## config.mk

```make
export PLATFORM = sky130hd
export DESIGN_NAME = alu_sched_flat
export DESIGN_NICKNAME = d
export VERILOG_FILES = /design/src/rtl/alu_sched_if.sv /design/src/rtl/alu_sched.sv /design/src/flat_wrapper.sv
export SDC_FILE = /design/constraint.sdc
export NUM_CORES = 1
export LEC_CHECK = 0
export BUFFER_PORTS_ARGS = -buffer_cell sky130_fd_sc_hd__buf_2
export CORE_ASPECT_RATIO = 0.9
export CORE_MARGIN = 5
export CORE_UTILIZATION = 40
export CTS_CLUSTER_DIAMETER = 30
export CTS_CLUSTER_SIZE = 12
export DETAILED_ROUTE_END_ITERATION = 7
export PLACE_DENSITY = 0.74
export SLEW_MARGIN = 20
export SYNTH_ARGS = -nofsm -noshare
export SYNTH_HDL_FRONTEND = slang
export SYNTH_SLANG_ARGS = --single-unit
```

## constraint.sdc

```tcl
create_clock -name clk -period 2.74 [get_ports clk]
set_input_delay 0.274 -clock clk [delete_from_list [all_inputs] [get_ports clk]]
set_output_delay 0.274 -clock clk [all_outputs]
set_load 0.05 [all_outputs]
```

## src/rtl/alu_sched_if.sv

```systemverilog
// alu_sched_if: request, response and ALU-drive bundle for the two-port ALU scheduler
interface alu_sched_if #(
    parameter int WIDTH = 16,
    parameter int OP_W = 5
);
    logic req0_valid, req1_valid, req0_ready, req1_ready;
    logic [OP_W-1:0] req0_op, req1_op, alu_op;
    logic [WIDTH-1:0] req0_a, req0_b, req1_a, req1_b, alu_a, alu_b, alu_out, rsp_data;
    logic rsp_valid, rsp_ready, rsp_id, alu_enable;
    modport slave (
        input req0_valid, req1_valid, req0_op, req1_op, req0_a, req0_b, req1_a, req1_b,
        input rsp_ready, alu_out,
        output req0_ready, req1_ready, rsp_valid, rsp_id, rsp_data,
        output alu_enable, alu_op, alu_a, alu_b
    );
    modport master (
        output req0_valid, req1_valid, req0_op, req1_op, req0_a, req0_b, req1_a, req1_b,
        output rsp_ready, alu_out,
        input req0_ready, req1_ready, rsp_valid, rsp_id, rsp_data,
        input alu_enable, alu_op, alu_a, alu_b
    );
endinterface

```

## src/rtl/alu_sched.sv

```systemverilog
// alu_sched: shares one ALU between two request ports; define ALU_SCHED_RR_EN for round-robin, else port 0 has fixed priority
module alu_sched #(
    parameter int WIDTH = 16,
    parameter int OP_W = 5
) (
    input logic clk,
    input logic reset,
    alu_sched_if.slave bus
);
    typedef enum logic [1:0] {IDLE, EXEC, RESP} state_t;
    state_t state, state_nx;
    logic grant, accept, rsp_id_q;
    logic [OP_W-1:0] op_q;
    logic [WIDTH-1:0] a_q, b_q, data_q;
`ifdef ALU_SCHED_RR_EN
    logic last;
    assign grant = (bus.req0_valid && bus.req1_valid) ? ~last : bus.req1_valid;
    always_ff @(posedge clk or posedge reset)
        if (reset) last <= 1'b1;
        else if (accept) last <= grant;
`else
    assign grant = bus.req1_valid && !bus.req0_valid;
`endif
    always_ff @(posedge clk or posedge reset)
        if (reset) state <= IDLE;
        else state <= state_nx;
    always_comb begin
        bus.req0_ready = 1'b0;
        bus.req1_ready = 1'b0;
        accept = 1'b0;
        bus.req0_ready = state == IDLE && !grant && bus.req0_valid;
        bus.req1_ready = state == IDLE && grant && bus.req1_valid;
        accept = bus.req0_ready || bus.req1_ready;
        bus.alu_enable = state == EXEC;
        bus.rsp_valid = state == RESP;
        state_nx = state == IDLE ? (accept ? EXEC : IDLE)
                 : state == EXEC ? RESP
                 : (bus.rsp_ready ? IDLE : RESP);
    end
    always_ff @(posedge clk or posedge reset)
        if (reset) begin
            op_q <= '0;
            a_q <= '0;
            b_q <= '0;
            rsp_id_q <= 1'b0;
            data_q <= '0;
        end else begin
            if (accept) begin
                op_q <= grant ? bus.req1_op : bus.req0_op;
                a_q <= grant ? bus.req1_a : bus.req0_a;
                b_q <= grant ? bus.req1_b : bus.req0_b;
                rsp_id_q <= grant;
            end
            if (state == EXEC) data_q <= bus.alu_out;
        end
    assign bus.alu_op = op_q;
    assign bus.alu_a = a_q;
    assign bus.alu_b = b_q;
    assign bus.rsp_id = rsp_id_q;
    assign bus.rsp_data = data_q;
endmodule

```

## src/flat_wrapper.sv

```systemverilog
// flat-port wrapper written by rule: the top's interface ports become plain ports
module alu_sched_flat 
#(
    parameter int WIDTH = 16,
    parameter int OP_W = 5
)
  (clk, reset, bus_req0_valid, bus_req1_valid, bus_req0_op, bus_req1_op, bus_req0_a, bus_req0_b, bus_req1_a, bus_req1_b, bus_rsp_ready, bus_alu_out, bus_req0_ready, bus_req1_ready, bus_rsp_valid, bus_rsp_id, bus_rsp_data, bus_alu_enable, bus_alu_op, bus_alu_a, bus_alu_b);
  alu_sched_if #(.WIDTH(WIDTH), .OP_W(OP_W)) bus_i ();
  input logic clk;
  input logic reset;
  input wire logic [$bits(bus_i.req0_valid)-1:0] bus_req0_valid;
  input wire logic [$bits(bus_i.req1_valid)-1:0] bus_req1_valid;
  input wire logic [$bits(bus_i.req0_op)-1:0] bus_req0_op;
  input wire logic [$bits(bus_i.req1_op)-1:0] bus_req1_op;
  input wire logic [$bits(bus_i.req0_a)-1:0] bus_req0_a;
  input wire logic [$bits(bus_i.req0_b)-1:0] bus_req0_b;
  input wire logic [$bits(bus_i.req1_a)-1:0] bus_req1_a;
  input wire logic [$bits(bus_i.req1_b)-1:0] bus_req1_b;
  input wire logic [$bits(bus_i.rsp_ready)-1:0] bus_rsp_ready;
  input wire logic [$bits(bus_i.alu_out)-1:0] bus_alu_out;
  output wire logic [$bits(bus_i.req0_ready)-1:0] bus_req0_ready;
  output wire logic [$bits(bus_i.req1_ready)-1:0] bus_req1_ready;
  output wire logic [$bits(bus_i.rsp_valid)-1:0] bus_rsp_valid;
  output wire logic [$bits(bus_i.rsp_id)-1:0] bus_rsp_id;
  output wire logic [$bits(bus_i.rsp_data)-1:0] bus_rsp_data;
  output wire logic [$bits(bus_i.alu_enable)-1:0] bus_alu_enable;
  output wire logic [$bits(bus_i.alu_op)-1:0] bus_alu_op;
  output wire logic [$bits(bus_i.alu_a)-1:0] bus_alu_a;
  output wire logic [$bits(bus_i.alu_b)-1:0] bus_alu_b;
  assign bus_i.req0_valid = bus_req0_valid;
  assign bus_i.req1_valid = bus_req1_valid;
  assign bus_i.req0_op = bus_req0_op;
  assign bus_i.req1_op = bus_req1_op;
  assign bus_i.req0_a = bus_req0_a;
  assign bus_i.req0_b = bus_req0_b;
  assign bus_i.req1_a = bus_req1_a;
  assign bus_i.req1_b = bus_req1_b;
  assign bus_i.rsp_ready = bus_rsp_ready;
  assign bus_i.alu_out = bus_alu_out;
  assign bus_req0_ready = bus_i.req0_ready;
  assign bus_req1_ready = bus_i.req1_ready;
  assign bus_rsp_valid = bus_i.rsp_valid;
  assign bus_rsp_id = bus_i.rsp_id;
  assign bus_rsp_data = bus_i.rsp_data;
  assign bus_alu_enable = bus_i.alu_enable;
  assign bus_alu_op = bus_i.alu_op;
  assign bus_alu_a = bus_i.alu_a;
  assign bus_alu_b = bus_i.alu_b;
  alu_sched #(.WIDTH(WIDTH), .OP_W(OP_W)) u_core (.clk(clk), .reset(reset), .bus(bus_i));
endmodule
```

==> results.md <==
- Outcome: complete, no violations
- RSZ-0062 raised after global routing: false
- Critical setup path kind: flip-flop to flip-flop
- Buffers inserted during post-CTS setup optimization: 0
- Worst IR drop on VDD: around 0.0008 V
- H-Tree Depth: 2
- Part of the Yosys area used for sequential elements: roughly 52%
- Post-Synthesis Net Count: approximately 260
- First drt pass iteration count: 2
- Vias: 1901
- Post-route clock skew: 0.0115 ns
- Area growth syn-to-layout: 34.6%
- Total Neg Setup Slack: 0 ns
- Number of gates resized after cts: 0
- First-pass GRT wire length: between 10000 and 15000 um
- Quantity of I/O buffers inserted on ports: between 150 and 200
- Data required time at the worst endpoint: between 2 and 3 ns
- Area of the core: 6590 um^2
- Hold buffer count at cts: 0
- Area of the die: 8520 um^2
- Sort of element at the start of the critical path: flip-flop
- Max-slew headroom: 59.0%
- Clock Path Buffers: 2
- Layout fillers: 580
- Count of routing violations after the opening detailed-route iteration: 32
- Tightest Pin Transition: 0.614 ns
- Proportion of layout cells with a drive suffix above 1: 80.1%
- Chip Width: a little under 100 um
- Count of boundary I/O pins: 153
- Clock-pin slew on the worst setup and hold paths: about 0.10 ns
- Number of routed nets with antenna violations: 0
- Total of max-cap violations: 0
- Tcrit/Tclk final: around 64%
- Total leakage power: approximately 1.9 nW
- RD Place Congestion: between 0.8 and 0.9
- CTS sink cnt: 56
- Crit. End Element: flip-flop
- Starting density of the core: 41.1%
- Post-synthesis instance area: ~2700 um^2
- Final slew viol count: 0
- Drc violations: 0
- Number of global-route vias before repair: roughly 2100
- PwrDens: 1390 nW/um^2
- TritonCTS clock tree: built
- Yosys synthesis warning count: 0
- Time the worst path needs with I/O delays and setup: 1.75 ns
- Mean instance size in the synthesized netlist: between 15 and 20 um^2
- Insertion delay to the later sink of the worst-skew pair: approximately 0.3 ns
- Hpwl dp: 4800 um
- Hold WS: 0.00344 ns
- Floorplan row count: 28
- Maximum frequency from static timing analysis: ~0.57 GHz
- Final Hold Viols: 0
- Maximum fanout encountered on the critical timing path: 11
- Synth cell types: 14
- Register bit count reported by yosys: 56
- Largest net degree at the start of global routing: 57
- Ratio of routed vias to standard cells: 4.63
- WL per Instance: 15.0 um
- Ant diodes: 0
- Detailed-route wire length: 6150 um
- Final setup violation count: 0
- Number of buffers inserted during clock tree synthesis: 5
- Net count of the finished layout: 415
- Clk root buf: sky130_fd_sc_hd__clkbuf_8
- Most common library cell in the layout ignoring fill and taps: sky130_fd_sc_hd__buf_2
- Worst EP arrival: about 1.9 ns
- Total global routing overflow: 0
- Most frequent cells in the layout: sky130_fd_sc_hd__buf_2 (152), sky130_fd_sc_hd__dfrtp_1 (56), sky130_fd_sc_hd__mux2_2 (52)
- Cells after synthesis: around 170
- Global router's overall resource usage: 14.9%
- Vert. Die Dim: between 80 and 90 um
- Antenna violations before repair: 0
- Worst min-delay path category: input port to async pin
==> synthesized netlist by cell type (all sizes together) <==
cell type | instances | area [um^2]
nor2b | 2 | 12.5
inv | 1 | 3.75
dfrtp | 56 | 1400
a21oi | 2 | 10.0
nor2 | 2 | 7.51
mux2 | 90 | 1160
nor3 | 1 | 5.00
and2 | 1 | 6.26
o21a | 1 | 7.51
nand2b | 1 | 13.8
buf | 10 | 83.8
==> critical path, cell delays in order, from the launching register on <==
cell and delay (ns):
sky130_fd_sc_hd__dfrtp_1 0.43, sky130_fd_sc_hd__nor2_1 0.26, sky130_fd_sc_hd__o21a_2 0.33, sky130_fd_sc_hd__buf_4 0.29
sky130_fd_sc_hd__mux2_4 0.32
==> per-layer routing <==
metal	GRT usage, %	share of wire [%]	up-vias
met5	0	0	-
met4	4.21	0.96	0
met3	6.45	11	7
met2	24.8	46	106
met1	18.0	42	889
li1	-	-	899
==> report_power, final <==
group	switching (W)	internal [W]
registers	0.000224	0.00126
clock network	0.000266	0.000182
logic	0.00210	0.00102
==> cell type report <==
class / instances / area, um^2 / share of cell area, %
sequential: 56 / 1400 / 38.5
tap: 90 / 113 / 3.09
timing repair buffer: 156 / 816 / 22.4
inverter: 1 / 3.75 / 0.103
multi-input combinational: 100 / 1220 / 33.5
clock buffer: 5 / 68.8 / 1.89
clock inverter: 3 / 21.3 / 0.584
==> kinds of logic after synthesis <==
logic type,Yosys count,synth area share (%)
multiplexers,90,42.7
flip-flops,56,51.8
buffers and inverters,11,3.23
AND/OR/NAND/NOR,7,1.66
AO/OA/AOI/OAI,3,0.647
==> flip-flops by register name (all words and copies together) (netlist names) <==
name / cells
u_core.bus.alu_a: 16
u_core.bus.rsp_id: 1
u_core.bus.rsp_data: 16
u_core.bus.alu_op: 5
u_core.state: 2
u_core.bus.alu_b: 16
==> final timing paths <==
check / to / start / cells after the start / slack (ns)
hold reg to reg: u_core.bus.rsp_data[4] / u_core.bus.rsp_data[4] / 1 / 0.51
setup / recovery: u_core.bus.alu_a[14] / u_core.state[1] / 4 / 0.99
min in group clk: u_core.state[1] / bus_rsp_ready / 2 / 0.13
hold / removal: u_core.bus.alu_b[15] / reset / 3 / 0.003
setup reg to reg: u_core.bus.alu_a[14] / u_core.state[1] / 4 / 0.99
max in group asynchronous: u_core.bus.alu_a[6] / reset / 3 / 2.49
==> stage by stage <==
stage | instance area, um^2 | util (%) | power [W] | setup slack (ns) | cells
floorplan | 2710 | - | 0.00394 | 0.733 | 167
global placement | 3550 | 54.0 | 0.00461 | 0.994 | 403
finish | 3640 | 55.3 | 0.00505 | 0.989 | 411
global route | 3640 | 55.3 | 0.00532 | 0.869 | 411
CTS | 3640 | 55.3 | 0.00511 | 0.963 | 411
detailed placement | 3550 | 54.0 | 0.00465 | 0.994 | 403
Power figures use the tool's default switching activity.
